[src/rtl/mmio_uart_tx.sv]
// Memory-mapped UART transmitter on the core data bus.
// TXDATA pushes into a small FIFO; STATUS reports FIFO and line state.
module mmio_uart_tx #(
  parameter logic [31:0] BASE_ADDR    = 32'h0000_0100,
  parameter int          CLKS_PER_BIT = 4,
  parameter int          FIFO_DEPTH   = 4
) (
  input  logic        clk,
  input  logic        reset,
  input  logic        MemWrite,
  input  logic [31:0] DataAdr,
  input  logic [31:0] WriteData,
  output logic [31:0] ReadData,
  output logic        hit,
  output logic        tx,
  output logic        busy
);

  localparam int AW = $clog2(FIFO_DEPTH);
  localparam int CW = AW + 1;
  localparam logic [31:0] STAT_ADDR = BASE_ADDR + 32'd4;
  localparam logic [15:0] BAUD_MAX = 16'(CLKS_PER_BIT - 1);
  localparam logic [CW-1:0] FULL_CNT = CW'(FIFO_DEPTH);

  typedef enum logic [1:0] {
    IDLE, START, DATA, STOP
  } state_t;

  state_t state, state_d;

  logic [7:0]    mem [FIFO_DEPTH];
  logic [AW-1:0] rptr, wptr;
  logic [CW-1:0] count;
  logic          overflow;

  logic [7:0]  shift, shift_d;
  logic [2:0]  bitcnt, bitcnt_d;
  logic [15:0] baud, baud_d;
  logic        tx_d;

  logic sel_tx, sel_st;
  logic empty, full, active;
  logic push, push_ok, pop, baud_end;
  logic [4:0] cnt_w;
  logic [2:0] cnt_sat;
  logic [7:0] head;
  logic       unused_bits;

  assign sel_tx = (DataAdr == BASE_ADDR);
  assign sel_st = (DataAdr == STAT_ADDR);
  assign hit    = sel_tx | sel_st;

  assign empty  = (count == '0);
  assign full   = (count == FULL_CNT);
  assign active = (state != IDLE);
  assign busy   = active | ~empty;

  assign head     = mem[rptr];
  assign push     = MemWrite & sel_tx;
  // a full FIFO still takes a byte when the FSM frees a slot this edge
  assign push_ok  = push & (~full | pop);
  assign baud_end = (baud == BAUD_MAX);

  assign cnt_w   = 5'(count);
  assign cnt_sat = (cnt_w > 5'd7) ? 3'd7 : cnt_w[2:0];

  assign ReadData = sel_st
    ? {25'b0, cnt_sat, overflow, empty, full, active}
    : 32'b0;

  assign unused_bits = ^WriteData[31:8];

  always_comb begin
    state_d  = state;
    tx_d     = tx;
    shift_d  = shift;
    bitcnt_d = bitcnt;
    baud_d   = baud;
    pop      = 1'b0;
    unique case (state)
      IDLE: begin
        if (!empty) begin
          pop      = 1'b1;
          shift_d  = head;
          bitcnt_d = 3'd0;
          baud_d   = 16'd0;
          tx_d     = 1'b0;
          state_d  = START;
        end
      end
      START: begin
        if (baud_end) begin
          baud_d  = 16'd0;
          tx_d    = shift[0];
          state_d = DATA;
        end else begin
          baud_d = baud + 16'd1;
        end
      end
      DATA: begin
        if (baud_end) begin
          baud_d = 16'd0;
          if (bitcnt == 3'd7) begin
            tx_d    = 1'b1;
            state_d = STOP;
          end else begin
            bitcnt_d = bitcnt + 3'd1;
            shift_d  = {1'b0, shift[7:1]};
            tx_d     = shift[1];
          end
        end else begin
          baud_d = baud + 16'd1;
        end
      end
      STOP: begin
        if (baud_end) begin
          baud_d = 16'd0;
          if (!empty) begin
            pop      = 1'b1;
            shift_d  = head;
            bitcnt_d = 3'd0;
            tx_d     = 1'b0;
            state_d  = START;
          end else begin
            state_d = IDLE;
          end
        end else begin
          baud_d = baud + 16'd1;
        end
      end
      default: state_d = IDLE;
    endcase
  end

  always_ff @(posedge clk) begin
    if (!reset) begin
      state    <= IDLE;
      tx       <= 1'b1;
      shift    <= '0;
      bitcnt   <= '0;
      baud     <= '0;
      rptr     <= '0;
      wptr     <= '0;
      count    <= '0;
      overflow <= 1'b0;
    end else begin
      state  <= state_d;
      tx     <= tx_d;
      shift  <= shift_d;
      bitcnt <= bitcnt_d;
      baud   <= baud_d;
      if (pop)     rptr <= rptr + 1'b1;
      if (push_ok) wptr <= wptr + 1'b1;
      case ({push_ok, pop})
        2'b10:   count <= count + 1'b1;
        2'b01:   count <= count - 1'b1;
        default: count <= count;
      endcase
      if (push && !push_ok)
        overflow <= 1'b1;
      else if (MemWrite && sel_st && WriteData[0])
        overflow <= 1'b0;
    end
  end

  always_ff @(posedge clk) begin
    if (reset && push_ok) mem[wptr] <= WriteData[7:0];
  end

endmodule

[config.mk]
export PLATFORM = sky130hd
export DESIGN_NAME = mmio_uart_tx
export DESIGN_NICKNAME = d
export VERILOG_FILES = /design/src/rtl/mmio_uart_tx.sv
export SDC_FILE = /design/constraint.sdc
export NUM_CORES = 1
export LEC_CHECK = 0
export ABC_AREA = 1
export BUFFER_PORTS_ARGS = -buffer_cell sky130_fd_sc_hd__buf_2
export CAP_MARGIN = 10
export CORE_MARGIN = 1
export CORE_UTILIZATION = 50
export CTS_CLUSTER_DIAMETER = 80
export CTS_CLUSTER_SIZE = 10
export DETAILED_ROUTE_END_ITERATION = 8
export PLACE_DENSITY = 0.87
export RECOVER_POWER = 25
export SYNTH_ARGS = -nofsm -noshare
export SYNTH_HDL_FRONTEND = slang
export SYNTH_SLANG_ARGS = --single-unit
[constraint.sdc]
create_clock -name clk -period 3.7 [get_ports clk]
set_clock_uncertainty 0.2 [all_clocks]
set_input_delay 0.37 -clock clk [delete_from_list [all_inputs] [get_ports clk]]
set_output_delay 0.37 -clock clk [all_outputs]
set_load 0.01 [all_outputs]
# Yosys cells after proc, flatten, opt, wreduce, memory -nomap -nowiden
# Memories as Yosys holds them, arrays and structs flattened. A register that Yosys moved wholly into a read port is not among the register bits.
# Index checks and enable logic that the tools add are counted.
# W data, S select, Z words.
[word_totals] reg_bits=38 ramBits=32 output_inout_bits=35 elab_cells=93 memories=1
[classes] n_addsub=6 order_cmp=1 eq_ne=16 mux=38 n_bitwise=7 n_reduce_logical=15
[mem_list] name="mem" words=4 word_bits=8 read_ports=1 rd_clocked_by_memory_dff=1 write_ports=1 line="31" text="logic [7:0] mem [FIFO_DEPTH];"
[op_table] cell="$eq A32 B9 Y1 const B" n=2
[op_table] cell="$mux W16" n=2
[op_table] cell="$mux W8" n=4
[op_table] cell="$pmux W16 S2" n=1
[op_table] cell="$pmux W8 S3" n=1
[op_table] cell="$add A16 B1 Y16 const B" n=1
[op_table] cell="$eq A16 B2 Y1 const B" n=1
[op_table] cell="$mux W3" n=5
[op_table] cell="$mux W2" n=7
[op_table] cell="$mux W1" n=12
[op_table] cell="$ne A2 B2 Y1 const B" n=6
[op_table] cell="$pmux W3 S3" n=1
[op_table] cell="$pmux W2 S4" n=1
[op_table] cell="$mux W7" n=1
[op_table] cell="$add A3 B1 Y3 const B" n=2
[op_table] cell="$eq A2 B2 Y1 const B" n=3
[op_table] cell="$eq A3 B3 Y1 const B" n=2
[op_table] cell="$pmux W3 S2" n=1
[op_table] cell="$reduce_bool A2 Y1" n=3
[op_table] cell="$reduce_and A5 Y1" n=1
[op_table] cell="$add A2 B1 Y2 const B" n=2
[op_table] cell="$eq A2 B1 Y1 const B" n=2
[op_table] cell="$logic_and A1 B1 Y1" n=4
[op_table] cell="$pmux W1 S4" n=1
[op_table] cell="other kinds (13)" n=17

# Depth between registers and ports, before layout
[logic_depth] ltp_word=9 ltp_mapped=14 mapped_depth_nobuf=14

# Least setup slack after synthesis
# Ideal clock, no wire load.
[synth_timing] kind="register -> register" start="register state[0]" end="register count[2]" t_arrival_ns=1.914 path_slack_ns=1.472 path_stages_with_launch=12 synth_period_minus_slack_ns=2.228 cell_sequence="dfxtp_1 ha_1 inv_1 a21oi_2 nand3_2 a21oi_4 nand2_4 fa_1 inv_1 nand4_1 a21oi_1 nor2_1"
[synth_between] elab_chain_cells=6 word_cells_on_any_way=9
[synth_lines] element="from (decl)" line="29" text="state_t state, state_d;"
[synth_lines] element="from (signal assigned)" line="147" text="state <= state_d;"
[synth_lines] element="$eq A2 B2 Y1 or $logic_not A2 Y1 (tied branches)" line="80" text="unique case (state)"
[synth_lines] element="$pmux W1 S2 *" line="80"
[synth_lines] element="$or A1 B1 Y1" line="61" text="assign push_ok = push & (~full | pop);"
[synth_lines] element="$and A1 B1 Y1" line="61"
[synth_lines] element="$eq A2 B1 Y1 or $eq A2 B2 Y1 (tied branches)" line="154" text="case ({push_ok, pop})"
[synth_lines] element="$pmux W3 S2 or $reduce_bool A2 Y1 (tied branches)"
[synth_lines] element="to (signal assigned)" line="155" text="2'b10: count <= count + 1'b1;"
[synth_lines] element="to (signal assigned)" line="156" text="2'b01: count <= count - 1'b1;"
[synth_lines] element="to (signal assigned)" line="157" text="default: count <= count;"
[synth_lines] element="to (decl)" line="33" text="logic [CW-1:0] count;"
# Mark *: on every way between the ends. The rest lies on a longest branch, timed or not.
# A chain may end at the register's enable or synchronous reset.

# Worst setup path after layout
[layout_timing] start="register state[0]" end="memory mem[1][7] (enable)"
[layout_between] elab_chain_cells=7 word_cells_on_any_way=8
[layout_lines] element="$eq A2 B2 Y1 or $logic_not A2 Y1 (tied branches)" line="80"
[layout_lines] element="$pmux W1 S2 *" line="80"
[layout_lines] element="$or A1 B1 Y1 *" line="61"
[layout_lines] element="$and A1 B1 Y1 *" line="61"
[layout_lines] element="$logic_and A1 B1 Y1 *" line="167" text="if (reset && push_ok) mem[wptr] <= WriteData[7:0];"
[layout_lines] element="$mux W1 *" line="167"
[layout_lines] element="$mux W1 (not written as such) *" line="167"
[layout_lines] element="to (decl)" line="31"
# Marked as above.

==> Flow_metrics.wiki <==
{| class="wikitable"
! Metric !! Value
|-
| Reg-to-reg critical path startpoint || state[0]
|-
| Number of clock sinks seen by CTS || 72
|-
| Launch instance of the worst min-delay path || WriteData[7]
|-
| Outcome || finished clean
|-
| Fraction of registers with async set or reset after synthesis || 0%
|-
| Hold slack || between 0.06 and 0.07 ns
|-
| Clock tree root buffer cell || sky130_fd_sc_hd__clkbuf_8
|-
| Post-synthesis instance area || 0.00392 mm^2
|-
| Detailed-placement wirelength estimate || roughly 5600 um
|-
| Number of antenna-violating nets in the routed design || 0
|-
| Endpoint required time on the critical path || 3.49 ns
|-
| Count of flip-flops with a built-in enable after synthesis || 32
|-
| Time the final worst path needs with I/O delays and setup || 2.65 ns
|-
| Setup violations, final || 0
|-
| Standby leakage power || about 1.7 nW
|-
| Area share of xor/xnor cells in the synthesized design || 0%
|-
| Critical path arrival || around 2.4 ns
|-
| Count of H-tree levels built during CTS || 3
|-
| Starting density of the core || a little over half
|-
| Number of global-route vias before repair || between 3000 and 4000
|-
| DR WL/cell || 12.6 um
|-
| Share of the synthesized area in compound gates (AO/OA/AOI/OAI) || ~15%
|-
| Number of buffers added on ports || between 50 and 60
|-
| Vias per Instance || roughly 5.3
|-
| Beginning of the critical path || state[0]
|-
| Mean post-synth cell area || 8.48 um^2
|-
| Area of the die || between 0.008 and 0.009 mm^2
|-
| CTS Buf Count || 9
|-
| Number of placement rows || 31
|-
| Worst-margin pin slew || approximately 0.77 ns
|-
| Total number of vias || about 3200
|-
| Cts repair resizes || 0
|-
| Buffers inserted during post-CTS setup optimization || 0
|-
| Number of hold-repair buffers added at the cts stage || 0
|-
| Io pins || slightly above 100
|-
| Clock buffer depth || 2
|-
| Area share of fa/ha/maj cells after synthesis || under 10%
|-
| Number of antenna violations at the first check in global routing || 0
|-
| First-pass GRT wire length || around 13000 um
|-
| Clock slew seen by the registers of the worst setup and hold paths || approximately 0.08 ns
|-
| Register bit total from synthesis || 72
|-
| Final Net Count || just under 600
|-
| Horiz. Die Dim || approximately 91 um
|-
| Yosys Warn Count || 0
|-
| Area overhead of the layout relative to synthesis || 10.3%
|-
| Number of maximum-capacitance violations || 0
|-
| Drt first pass iters || 5
|-
| Share of synthesized area occupied by flip-flops and latches || 45.0%
|-
| Number of violations reported at the end of detailed-routing iteration 0 || 141
|-
| CP endpoint kind || flip-flop
|-
| Worst hold path type || in -> reg
|-
| ANT cells || 0
|-
| Total count of max-transition violations in the final report || 0
|-
| Source-to-sink clock delay at the later pin of the worst-skew pair || around 0.35 ns
|-
| Final count of hold timing violations || 0
|-
| Primary FF master, synth || sky130_fd_sc_hd__dfxtp_1
|-
| Weighted congestion reported at the end of routability-driven placement || 0.876
|-
| Maximum clock rate || approximately 0.38 GHz
|-
| GRT overflow || 0
|-
| Setup Crit Path Kind || reg -> reg
|-
| Remaining design rule violation count || 0
|-
| Highest fanout seen on the critical path || 8
|-
| Proportion of synthesized area in mux cells || 0%
|-
| CTS tree || done
|-
| Startpoint type of the worst setup path || flip-flop
|-
| Setup_tns || 0 ns
|-
| Fraction of layout instances using a drive strength above 1 || 19.1%
|-
| Simple-gate portion of the synthesized area || around a quarter
|-
| Slew HR || around half
|-
| Number of distinct library cells after synthesis || 48
|-
| Worst reg-to-reg setup slack || 1.05 ns
|-
| Largest voltage drop on the vdd net || roughly 0.38 mV
|-
| Total wirelength of the detailed-routed design || 7770 um
|-
| Largest family of logic cells by synthesized area || simple AND/OR/NAND/NOR gates
|-
| Largest net degree at the start of global routing || 25
|-
| Share of the clock period used by the worst path || between 70% and 80%
|-
| Die extent in y || ~91 um
|-
| RSZ-0062 raised after global routing || false
|-
| Gate count of the mapped netlist || roughly 460
|-
| Gr usage total || 19.9%
|-
| Power density relative to cell area || 606 mW/mm^2
|-
| Core box area || 0.00741 mm^2
|}
[critical path, stage by stage, from the launching register on]
cell	delay, ns
sky130_fd_sc_hd__dfxtp_1	0.44
sky130_fd_sc_hd__ha_1	0.25
sky130_fd_sc_hd__inv_1	0.06
sky130_fd_sc_hd__a21oi_2	0.13
sky130_fd_sc_hd__nand3_2	0.12
sky130_fd_sc_hd__nand2_1	0.08
sky130_fd_sc_hd__nand2_1	0.09
sky130_fd_sc_hd__nand3_2	0.12
sky130_fd_sc_hd__nand3_1	0.15
sky130_fd_sc_hd__nor2_1	0.64
[final timing paths]
path / endpoint / depth (start not counted)
max: mem[1][7] / 9
min: mem[0][7] / 1
max reg2reg: mem[1][7] / 9
min reg2reg: rptr[1] / 2
[logic make-up (layout without fill, tap and decap cells)]
family,Yosys count,count (layout)
compound gates,88,88
flops,72,72
simple gates,212,212
buf+inv,75,107
fa+ha+maj,14,14
other cells,1,25
[layout by cell type (no fill, tap or decap), types with 7 or more instances in the layout]
cell type | synthesis | final
sky130_fd_sc_hd__clkbuf_8 | 0 | 9
sky130_fd_sc_hd__nand2_1 | 77 | 77
sky130_fd_sc_hd__conb_1 | 1 | 25
sky130_fd_sc_hd__edfxtp_1 | 32 | 32
sky130_fd_sc_hd__ha_1 | 13 | 13
sky130_fd_sc_hd__a31oi_1 | 8 | 8
sky130_fd_sc_hd__dfxtp_1 | 40 | 40
sky130_fd_sc_hd__o21ai_0 | 26 | 26
sky130_fd_sc_hd__clkbuf_1 | 3 | 7
sky130_fd_sc_hd__nor2_1 | 78 | 78
sky130_fd_sc_hd__inv_1 | 34 | 34
sky130_fd_sc_hd__buf_2 | 4 | 45
sky130_fd_sc_hd__a21oi_1 | 23 | 23
sky130_fd_sc_hd__nand3_1 | 21 | 21
sky130_fd_sc_hd__o32ai_1 | 8 | 8
[final cells by class]
| cell class | instances | area, um^2 |
|---|---|---|
| repair buffers | 52 | 251 |
| clock inverters | 7 | 85.1 |
| well taps | 99 | 124 |
| multi-input cells | 339 | 1830 |
| fillers | 655 | 3080 |
| inverters | 39 | 151 |
| flip-flops and latches | 72 | 1760 |
| clock buffers | 9 | 124 |
[metal layers]
| metal | global-route usage [%] | share of wire [%] | vias to the layer above |
|---|---|---|---|
| met4 | 10.2 | 2.7 | 0 |
| met5 | 0 | 0 | - |
| met1 | 22.1 | 40 | 1489 |
| li1 | - | - | 1627 |
| met2 | 35.4 | 53 | 111 |
| met3 | 4.46 | 4.7 | 17 |
[sequential cells by signal (all words and copies together), names as in the netlist, named ones only]
register / flops
shift: 8
wptr: 2
mem: 32
state: 2
tx: 1
bitcnt: 3
baud: 16
overflow: 1
count: 3
rptr: 2
[stage by stage]
stage                     instances  total power [mW]  util, %  cell area (um^2)  setup WS (ns)
after detailed placement        601              1.96     55.7              4120           1.01
after global routing            617              2.80     58.4              4320          0.785
final                           617              2.62     58.4              4320           1.05
after floorplan                 486              1.81        -              4010           1.47
after global placement          601              1.91     55.7              4120           1.13
after CTS                       617              2.62     58.5              4330          0.989
[synth_stat cells, types with 2 or more instances]
library cell / count / area share [%]
sky130_fd_sc_hd__o221a_2: 2 / 0.57
sky130_fd_sc_hd__buf_2: 4 / 0.51
sky130_fd_sc_hd__a31oi_1: 8 / 1.3
sky130_fd_sc_hd__nand4_1: 6 / 0.96
sky130_fd_sc_hd__a21oi_2: 4 / 0.89
sky130_fd_sc_hd__inv_1: 34 / 3.3
sky130_fd_sc_hd__a21o_1: 2 / 0.38
sky130_fd_sc_hd__o21bai_1: 2 / 0.38
sky130_fd_sc_hd__a21oi_1: 23 / 2.9
sky130_fd_sc_hd__nand2_4: 3 / 0.86
sky130_fd_sc_hd__buf_6: 2 / 0.57
sky130_fd_sc_hd__nand3_2: 6 / 1.5
sky130_fd_sc_hd__nor2_1: 78 / 7.5
sky130_fd_sc_hd__inv_2: 3 / 0.29
sky130_fd_sc_hd__nand2_1: 77 / 7.4
sky130_fd_sc_hd__nor2_2: 6 / 0.96
sky130_fd_sc_hd__o211ai_1: 3 / 0.57
sky130_fd_sc_hd__buf_4: 26 / 5.0
sky130_fd_sc_hd__clkbuf_1: 3 / 0.29
sky130_fd_sc_hd__nand2_2: 2 / 0.32
sky130_fd_sc_hd__nor2_4: 4 / 1.1
sky130_fd_sc_hd__ha_1: 13 / 4.2
sky130_fd_sc_hd__dfxtp_1: 40 / 20
sky130_fd_sc_hd__o21ai_0: 26 / 3.3
sky130_fd_sc_hd__nor4_1: 4 / 0.64
sky130_fd_sc_hd__o32ai_1: 8 / 1.8
sky130_fd_sc_hd__nand3_1: 21 / 2.7
sky130_fd_sc_hd__edfxtp_1: 32 / 25
[where the power goes]
group / internal [mW] / switching [mW]
Sequential: 0.925 / 0.0899
Clock: 0.327 / 0.329
Combinational: 0.309 / 0.640
Total: 1.56 / 1.06
(Power assumes the default switching activity.)
